## config.mk

```make
export PLATFORM = sky130hd
export DESIGN_NAME = mult_arbiter_flat
export DESIGN_NICKNAME = d
export VERILOG_FILES = /design/src/rtl/mult_arb_pkg.sv /design/src/rtl/mult_arbiter_if.sv /design/src/rtl/mult_arbiter_rr_pick.sv /design/src/rtl/mult_arbiter.sv /design/src/flat_wrapper.sv
export SDC_FILE = /design/constraint.sdc
export NUM_CORES = 1
export LEC_CHECK = 0
export ABC_AREA = 1
export CAP_MARGIN = 15
export CORE_MARGIN = 1.5
export CORE_UTILIZATION = 46
export CTS_BUF_LIST = sky130_fd_sc_hd__clkbuf_8
export DETAILED_ROUTE_END_ITERATION = 8
export PLACE_DENSITY = 0.79
export SLEW_MARGIN = 20
export SYNTH_ARGS = -nofsm -noshare
export SYNTH_HDL_FRONTEND = slang
export SYNTH_SLANG_ARGS = --single-unit
```

## constraint.sdc

```tcl
create_clock -name clk -period 3.35 [get_ports clk]
set_clock_uncertainty 0.1 [all_clocks]
set_input_delay 0.67 -clock clk [delete_from_list [all_inputs] [get_ports clk]]
set_output_delay 0.67 -clock clk [all_outputs]
set_load 0.02 [all_outputs]
```

## src/rtl/mult_arb_pkg.sv

```systemverilog
// -----------------------------------------------------------------------------
// mult_arb_pkg
// Shared constants and types for the mult_arbiter block.
//   MUL_LAT  : latency of the external pipelined multiplier (operands captured
//              at the end of the issue cycle, product visible MUL_LAT cycles on)
//   OP_W     : operand width
//   P_W      : product width
//   STAT_W   : width of the optional per-requester grant counters
//   ID_MAX_W : widest requester ID the tag can carry (NREQ up to 8)
//   tag_t    : {valid, id} record that follows an issued operand pair down
//              the multiplier pipeline
//   id_w()   : requester ID width, max(1, clog2(n))
// -----------------------------------------------------------------------------
package mult_arb_pkg;

    localparam int MUL_LAT  = 3;
    localparam int OP_W     = 4;
    localparam int P_W      = 8;
    localparam int STAT_W   = 16;
    localparam int ID_MAX_W = 3;

    typedef struct packed {
        logic                valid;
        logic [ID_MAX_W-1:0] id;
    } tag_t;

    function automatic int id_w(input int n);
        return (n <= 2) ? 1 : $clog2(n);
    endfunction

endpackage

```

## src/rtl/mult_arbiter_if.sv

```systemverilog
// -----------------------------------------------------------------------------
// mult_arbiter_if
// Requester and response handshake bundle of mult_arbiter.
//   req_valid[NREQ]      requester -> arbiter, operand pair offered
//   req_a/req_b[NREQ*4]  requester -> arbiter, requester i at [4i+3:4i]
//   req_ready[NREQ]      arbiter -> requester, one-hot grant
//   rsp_valid            arbiter -> consumer, response FIFO head valid
//   rsp_id[IDW]          arbiter -> consumer, requester ID of the head
//   rsp_p[8]             arbiter -> consumer, product of the head
//   rsp_ready            consumer -> arbiter, head accepted
// Handshake rule (both channels): a transfer happens on a rising clk edge
// where valid and ready are both high. A source keeps its payload stable while
// valid is high and no transfer has happened; a requester may withdraw valid
// before being granted, which only forfeits that arbitration round. Ready may
// depend combinationally on valid; valid never depends on ready.
// Modports: master = requester/consumer side, slave = arbiter side.
// -----------------------------------------------------------------------------
interface mult_arbiter_if #(
    parameter int NREQ = 4,
    parameter int IDW  = mult_arb_pkg::id_w(NREQ)
);
    import mult_arb_pkg::*;

    logic [NREQ-1:0]      req_valid;
    logic [NREQ*OP_W-1:0] req_a;
    logic [NREQ*OP_W-1:0] req_b;
    logic [NREQ-1:0]      req_ready;
    logic                 rsp_valid;
    logic [IDW-1:0]       rsp_id;
    logic [P_W-1:0]       rsp_p;
    logic                 rsp_ready;

    modport master (
        output req_valid, req_a, req_b, rsp_ready,
        input  req_ready, rsp_valid, rsp_id, rsp_p
    );

    modport slave (
        input  req_valid, req_a, req_b, rsp_ready,
        output req_ready, rsp_valid, rsp_id, rsp_p
    );

endinterface

```

## src/rtl/mult_arbiter_rr_pick.sv

```systemverilog
// -----------------------------------------------------------------------------
// rr_pick
// Combinational round-robin picker. Scans req_i starting at ptr_i and grants
// the first requester found, wrapping modulo NREQ.
//   req_i[NREQ]  request vector
//   ptr_i[IDW]   highest-priority index for this cycle (always < NREQ)
//   en_i         grant permitted (credit available)
//   gnt_o[NREQ]  one-hot grant, all zero when disabled or nothing requested
//   idx_o[IDW]   encoded index of the grant (0 when none)
//   any_o        a grant was made
// -----------------------------------------------------------------------------
module rr_pick #(
    parameter int NREQ = 4,
    parameter int IDW  = 2
) (
    input  logic [NREQ-1:0] req_i,
    input  logic [IDW-1:0]  ptr_i,
    input  logic            en_i,
    output logic [NREQ-1:0] gnt_o,
    output logic [IDW-1:0]  idx_o,
    output logic            any_o
);

    int unsigned cand;
    logic        found;

    always_comb begin
        gnt_o = '0;
        idx_o = '0;
        found = 1'b0;
        cand  = 0;
        for (int k = 0; k < NREQ; k++) begin
            cand = (32'(ptr_i) + 32'(k)) % 32'(NREQ);
            if (en_i && !found && req_i[cand]) begin
                found        = 1'b1;
                gnt_o[cand]  = 1'b1;
                idx_o        = IDW'(cand);
            end
        end
    end

    assign any_o = found;

endmodule

```

## src/rtl/mult_arbiter.sv

```systemverilog
// -----------------------------------------------------------------------------
// mult_arbiter
// Shares one external 3-stage pipelined 4x4 unsigned multiplier among NREQ
// requesters. One operand pair is issued per cycle in round-robin order; a tag
// pipeline matched to the multiplier latency carries the requester ID so the
// product can be written, tagged, into a response FIFO. Grants are credit
// limited so the FIFO can never overflow while the non-stallable multiplier
// still has products in flight.
// Parameters: NREQ (2..8), RSP_DEPTH (>=2, full rate needs >= MUL_LAT+1).
// Ports:
//   clk, rst_n        clock (posedge) and asynchronous active-low reset
//   bus (slave)       requester and response handshakes (mult_arbiter_if)
//   mul_a, mul_b      operands to the multiplier, 0 when nothing is issued
//   mul_p             product from the multiplier, MUL_LAT cycles after issue
//   stat_sel          requester whose grant count is shown
//   stat_cnt          grant count of stat_sel
// Optional feature: define MULT_ARB_STATS_EN for saturating 16-bit grant
// counters per requester; without it stat_cnt is tied to 0.
// -----------------------------------------------------------------------------
module mult_arbiter
    import mult_arb_pkg::*;
#(
    parameter  int NREQ      = 4,
    parameter  int RSP_DEPTH = 4,
    localparam int IDW       = id_w(NREQ)
) (
    input  logic              clk,
    input  logic              rst_n,
    mult_arbiter_if.slave     bus,
    output logic [OP_W-1:0]   mul_a,
    output logic [OP_W-1:0]   mul_b,
    input  logic [P_W-1:0]    mul_p,
    input  logic [IDW-1:0]    stat_sel,
    output logic [STAT_W-1:0] stat_cnt
);

    localparam int PTR_W  = $clog2(RSP_DEPTH);
    localparam int CNT_W  = $clog2(RSP_DEPTH + 1);
    localparam int USED_W = $clog2(RSP_DEPTH + MUL_LAT + 1) + 1;

    // ------------------------------------------------------------------ state
    logic [IDW-1:0]      rr_ptr_q, rr_ptr_d;
    tag_t                tag_q [MUL_LAT];
    tag_t                tag_d;
    logic [ID_MAX_W-1:0] fifo_id_q [RSP_DEPTH];
    logic [P_W-1:0]      fifo_p_q  [RSP_DEPTH];
    logic [PTR_W-1:0]    wr_ptr_q, wr_ptr_d;
    logic [PTR_W-1:0]    rd_ptr_q, rd_ptr_d;
    logic [CNT_W-1:0]    count_q, count_d;

    // ------------------------------------------------------------ arbitration
    logic [NREQ-1:0]   grant_vec;
    logic [IDW-1:0]    grant_idx;
    logic              grant_any;
    logic              credit_ok;
    logic [USED_W-1:0] inflight;
    logic [USED_W-1:0] used;
    logic              push;
    logic              pop;

    rr_pick #(
        .NREQ (NREQ),
        .IDW  (IDW)
    ) u_pick (
        .req_i (bus.req_valid),
        .ptr_i (rr_ptr_q),
        .en_i  (credit_ok),
        .gnt_o (grant_vec),
        .idx_o (grant_idx),
        .any_o (grant_any)
    );

    assign bus.req_ready = grant_vec;

    // Credit counts every product already committed to land in the FIFO
    // (valid tags) plus what it holds. A pop in the same cycle frees a slot
    // early, which is what lets a grant resume in the cycle of the first pop.
    always_comb begin
        inflight = '0;
        for (int s = 0; s < MUL_LAT; s++) begin
            inflight = inflight + USED_W'(tag_q[s].valid);
        end
        used      = inflight + USED_W'(count_q) - USED_W'(pop);
        credit_ok = (used < USED_W'(RSP_DEPTH));
    end

    always_comb begin
        mul_a = '0;
        mul_b = '0;
        if (grant_any) begin
            mul_a = bus.req_a[int'(grant_idx)*OP_W +: OP_W];
            mul_b = bus.req_b[int'(grant_idx)*OP_W +: OP_W];
        end
    end

    always_comb begin
        rr_ptr_d = rr_ptr_q;
        tag_d    = '0;
        if (grant_any) begin
            rr_ptr_d    = (grant_idx == IDW'(NREQ - 1)) ? '0 : grant_idx + 1'b1;
            tag_d.valid = 1'b1;
            tag_d.id    = ID_MAX_W'(grant_idx);
        end
    end

    // ----------------------------------------------------------- response FIFO
    assign push = tag_q[MUL_LAT-1].valid;
    assign pop  = bus.rsp_valid & bus.rsp_ready;

    always_comb begin
        wr_ptr_d = wr_ptr_q;
        rd_ptr_d = rd_ptr_q;
        count_d  = count_q;
        if (push) begin
            wr_ptr_d = (wr_ptr_q == PTR_W'(RSP_DEPTH - 1)) ? '0 : wr_ptr_q + 1'b1;
        end
        if (pop) begin
            rd_ptr_d = (rd_ptr_q == PTR_W'(RSP_DEPTH - 1)) ? '0 : rd_ptr_q + 1'b1;
        end
        if (push && !pop) begin
            count_d = count_q + 1'b1;
        end else if (!push && pop) begin
            count_d = count_q - 1'b1;
        end
    end

    always_ff @(posedge clk or negedge rst_n) begin
        if (!rst_n) begin
            rr_ptr_q <= '0;
            for (int s = 0; s < MUL_LAT; s++) begin
                tag_q[s] <= '0;
            end
            wr_ptr_q <= '0;
            rd_ptr_q <= '0;
            count_q  <= '0;
        end else begin
            rr_ptr_q <= rr_ptr_d;
            tag_q[0] <= tag_d;
            for (int s = 1; s < MUL_LAT; s++) begin
                tag_q[s] <= tag_q[s-1];
            end
            wr_ptr_q <= wr_ptr_d;
            rd_ptr_q <= rd_ptr_d;
            count_q  <= count_d;
        end
    end

    // Storage needs no reset: the head is masked whenever the FIFO is empty.
    always_ff @(posedge clk) begin
        if (push) begin
            fifo_id_q[wr_ptr_q] <= tag_q[MUL_LAT-1].id;
            fifo_p_q[wr_ptr_q]  <= mul_p;
        end
    end

    logic [ID_MAX_W-1:0] head_id;
    logic                unused_head;

    assign head_id       = fifo_id_q[rd_ptr_q];
    assign unused_head   = ^head_id;
    assign bus.rsp_valid = (count_q != '0);
    assign bus.rsp_id    = bus.rsp_valid ? head_id[IDW-1:0] : '0;
    assign bus.rsp_p     = bus.rsp_valid ? fifo_p_q[rd_ptr_q] : '0;

    // ---------------------------------------------------------- grant counters
`ifdef MULT_ARB_STATS_EN
    logic [STAT_W-1:0] stat_cnt_q [NREQ];

    always_ff @(posedge clk or negedge rst_n) begin
        if (!rst_n) begin
            for (int i = 0; i < NREQ; i++) begin
                stat_cnt_q[i] <= '0;
            end
        end else if (grant_any && (stat_cnt_q[grant_idx] != '1)) begin
            stat_cnt_q[grant_idx] <= stat_cnt_q[grant_idx] + 1'b1;
        end
    end

    always_comb begin
        stat_cnt = '0;
        if (int'(stat_sel) < NREQ) begin
            stat_cnt = stat_cnt_q[stat_sel];
        end
    end
`else
    logic unused_stat;

    assign unused_stat = ^stat_sel;
    assign stat_cnt    = '0;
`endif

endmodule

```

## src/flat_wrapper.sv

```systemverilog
// flat-port wrapper written by rule: the top's interface ports become plain ports
module mult_arbiter_flat import mult_arb_pkg::*;
#(
    parameter  int NREQ      = 4,
    parameter  int RSP_DEPTH = 4,
    localparam int IDW       = id_w(NREQ)
)
  (clk, rst_n, mul_a, mul_b, mul_p, stat_sel, stat_cnt, bus_req_valid, bus_req_a, bus_req_b, bus_rsp_ready, bus_req_ready, bus_rsp_valid, bus_rsp_id, bus_rsp_p);
  mult_arbiter_if #(.NREQ(NREQ), .IDW((2))) bus_i ();
  input  logic clk;
  input  logic rst_n;
  output logic [OP_W-1:0] mul_a;
  output logic [OP_W-1:0] mul_b;
  input  logic [P_W-1:0] mul_p;
  input  logic [IDW-1:0] stat_sel;
  output logic [STAT_W-1:0] stat_cnt;
  input wire logic [$bits(bus_i.req_valid)-1:0] bus_req_valid;
  input wire logic [$bits(bus_i.req_a)-1:0] bus_req_a;
  input wire logic [$bits(bus_i.req_b)-1:0] bus_req_b;
  input wire logic [$bits(bus_i.rsp_ready)-1:0] bus_rsp_ready;
  output wire logic [$bits(bus_i.req_ready)-1:0] bus_req_ready;
  output wire logic [$bits(bus_i.rsp_valid)-1:0] bus_rsp_valid;
  output wire logic [$bits(bus_i.rsp_id)-1:0] bus_rsp_id;
  output wire logic [$bits(bus_i.rsp_p)-1:0] bus_rsp_p;
  assign bus_i.req_valid = bus_req_valid;
  assign bus_i.req_a = bus_req_a;
  assign bus_i.req_b = bus_req_b;
  assign bus_i.rsp_ready = bus_rsp_ready;
  assign bus_req_ready = bus_i.req_ready;
  assign bus_rsp_valid = bus_i.rsp_valid;
  assign bus_rsp_id = bus_i.rsp_id;
  assign bus_rsp_p = bus_i.rsp_p;
  mult_arbiter #(.NREQ(NREQ), .RSP_DEPTH(RSP_DEPTH)) u_core (.clk(clk), .rst_n(rst_n), .bus(bus_i), .mul_a(mul_a), .mul_b(mul_b), .mul_p(mul_p), .stat_sel(stat_sel), .stat_cnt(stat_cnt));
endmodule
```

==> results.md <==
- Run status: finished with violations
- Failing checks: negative setup slack
- Yosys cell types: 31
- Relative slew slack: 45.0%
- Final hold vios: 0
- Worst skew pair latency: 0.32 ns
- Final min period: 3.90 ns
- GRT Util Overall: 20.7%
- Clk sink count: 58
- Worst EP required: 2.58 ns
- Slew Viols, Final: 0
- Crit. End Element: primary output
- Hold buffer count at cts: 0
- #FFs+latches synth: 58
- 1st-iter DRT viols: 82
- Grt ovf: 0
- Worst Max-Slew Pin Slew: 0.823 ns
- Max Cap Violations: 0
- Final #Nets: 569
- # rows: 31
- Pin count of the biggest net entering global routing: 22
- Pre-CTS WS: -1.23 ns
- Multi-input gate area: 1750 um2
- CTS tree: done
- Post-DR wirelength/cell: 13.4 um
- Initial Utilization: 47.7%
- Fin crit share: 116%
- Worst Setup Slack, final: -0.547 ns
- Worst hold-check path type: register to register
- DP Wirelength: 5.55 mm
- Fillcell total: 549
- Routed Wire Length: 8.12 mm
- Register Area: 1650 um2
- Post-Synthesis Cell Area: 3460 um2
- Drt first pass iters: 4
- Die Area: 8060 um2
- # port buffers: 69
- Width of the die: 89.8 um
- Die H: 89.8 um
- First-pass GRT wire length: 13.4 mm
- Maximum clock path buffer count: 2
- Routability cong.: 0.801
- Unrepaired setup endpoints after global routing: yes
- Synth warn: 0
- Antenna-violating nets left: 0
- Area Growth Syn to Fin: 44.4%
- Syn avg cell area: 8.70 um2
- Sequential share of the synthesized area: 47.7%
- Critical path arrival: 3.13 ns
- CTS Root Cell: clkbuf_8
- Initial antenna violation count: 0
- Critical Path Source Type: register
- CTS clk-pin slew, worst paths: 0.07 ns
- Vias in the first global route: 2980
- I/O pin count: 88
- Final setup vio count: 12
- TritonCTS Buffers: 9
- Antenna Cells: 0
- Avg Vias per Cell: 4.90
- WS Path Type: register to primary output
- Max H-tree Level: 3
- Layout cells sized above 1: 26.2%
- Drt drc: 0
- Fmax: 257 MHz
- Via count: 2974
- Critical path fanouts, max: 8
- Area of the core: 7250 um2
- Syn Inst Count: 398
==> cells by family (layout without fill, tap and decap cells) <==
group           after synthesis  in the layout  synth area share [%]
fa+ha+maj                    17             17                  6.36
simple gates                164            165                  23.3
buf+inv                      98            192                  13.0
xor+xnor                      2              2                 0.506
flops                        58             58                  47.7
other cells                   1             16                 0.108
compound gates               58             58                  8.96
==> metal layers <==
| layer | routed length, um | global-route usage (%) |
|---|---|---|
| met1 | 3060 | 22.9 |
| met2 | 4420 | 38.0 |
| met3 | 511 | 4.74 |
| met4 | 129 | 8.33 |
| met5 | 0 | 0 |
==> area by class of cell <==
type                       instances  area share (%)
sequential                        58            33.0
timing repair buffer             106            20.0
tap                               99            2.48
multi-input combinational        258            34.9
inverter                          70            5.40
clock inverter                     7            1.70
clock buffer                       9            2.48
==> synth_stat cells <==
| cell | number | area (um2) |
|---|---|---|
| buf_6 | 3 | 33.8 |
| nor2_2 | 2 | 12.5 |
| conb_1 | 1 | 3.75 |
| clkbuf_1 | 8 | 30.0 |
| dfrtp_1 | 18 | 450 |
| o21ai_4 | 1 | 16.3 |
| nand2_4 | 4 | 45.0 |
| nand4_4 | 1 | 21.3 |
| nand4_1 | 1 | 6.26 |
| edfxtp_1 | 40 | 1200 |
| fa_1 | 1 | 20.0 |
| o21ai_0 | 31 | 155 |
| xnor2_1 | 1 | 8.76 |
| nor2_1 | 53 | 199 |
| nor3_1 | 1 | 5.00 |
| buf_4 | 16 | 120 |
| nand2_1 | 36 | 135 |
| o21ai_1 | 1 | 5.00 |
| ha_1 | 16 | 200 |
| nor2_4 | 1 | 11.3 |
| a21oi_1 | 20 | 100 |
| buf_2 | 1 | 5.00 |
| nand3_1 | 52 | 260 |
| inv_1 | 65 | 244 |
| nand3b_1 | 1 | 7.51 |
| inv_2 | 5 | 18.8 |
| o221ai_1 | 1 | 8.76 |
| o22ai_1 | 4 | 25.0 |
| nand2_2 | 4 | 25.0 |
| xor2_1 | 1 | 8.76 |
| nand3_2 | 8 | 80.1 |
==> critical path, cell delays in order (launching register included) <==
cell and delay [ns]:
dfrtp_1 0.42, nor3_4 0.22, inv_2 0.07, nand2_4 0.07
ha_4 0.21, inv_4 0.06, ha_4 0.19, nand2_2 0.07
nand2_2 0.07, nand2_4 0.08, nand2_4 0.05, nand2_4 0.08
nand2_4 0.08, inv_4 0.08, o21ai_4 0.10, nand4_1 0.13
buf_6 0.14, inv_4 0.03, nor2_4 0.13, buf_12 0.15
nand3_2 0.09, a21oi_4 0.15, buf_6 0.13
==> cell usage in the layout (no fill, tap or decap), types with 2 or more instances in the layout <==
cell type,count
buf_12,3
bufinv_16,2
nand2_4,10
buf_6,9
nor2_4,3
edfxtp_1,40
nand3_2,17
buf_4,34
nand3_4,6
a21oi_4,8
ha_1,13
nand2_2,6
nand2_1,28
ha_4,3
nor2_1,51
clkbuf_8,9
dfrtp_1,17
clkinv_2,2
nor2_2,2
inv_1,60
clkdlybuf4s50_1,56
nand3_1,38
a21oi_1,12
inv_2,8
buf_2,3
inv_4,3
o21ai_0,31
conb_1,16
o22ai_1,4
==> sequential cells by signal, indices dropped and copies added (netlist names) <==
signal	cells
u_core.fifo_p_q	32
u_core.rd_ptr_q	2
u_core.wr_ptr_q	2
u_core.rr_ptr_q	2
u_core.push	1
u_core.count_q	3
u_core.tag_q	8
u_core.fifo_id_q	8
==> stage by stage <==
stage               hold slack (ns)  instances  area [um2]  TNS, ns  util, %
detailed placement            0.238        580        4570   -13.56     63.1
CTS                           0.255        605        4910    -4.90     67.6
global placement              0.235        580        4570   -12.90     63.1
finish                        0.252        607        5000    -5.76     69.0
global route                  0.275        607        5000    -7.64     69.0
floorplan                     0.231        413        3730   -0.433        -
==> repair_timing <==
action,4_1_cts,5_1_grt
setup buffers,8,2
pin swaps,11,16
endpoints found under the setup margin,12,12
resized for setup,77,17
cloned,1,0
==> path summary, 6_finish.rpt <==
check	start	endpoint	slack, ns	depth (start not counted)
max reg2reg	u_core.count_q[2]$_DFFE_PN0N_	u_core.rr_ptr_q[1]$_DFFE_PN0P_	0.43	20
min in group asynchronous	rst_n	u_core.count_q[2]$_DFFE_PN0N_	0.72	1
max	u_core.count_q[2]$_DFFE_PN0N_	mul_b[3]	-0.55	22
min	u_core.tag_q[5]$_DFF_PN0_	u_core.tag_q[1]$_DFF_PN0_	0.25	0
min reg2reg	u_core.tag_q[5]$_DFF_PN0_	u_core.tag_q[1]$_DFF_PN0_	0.25	0
max in group asynchronous	rst_n	u_core.count_q[0]$_DFFE_PN0N_	1.85	1
Power is not shown: default switching activity piles up to over one toggle a cycle in this logic, so the estimate is an artifact.
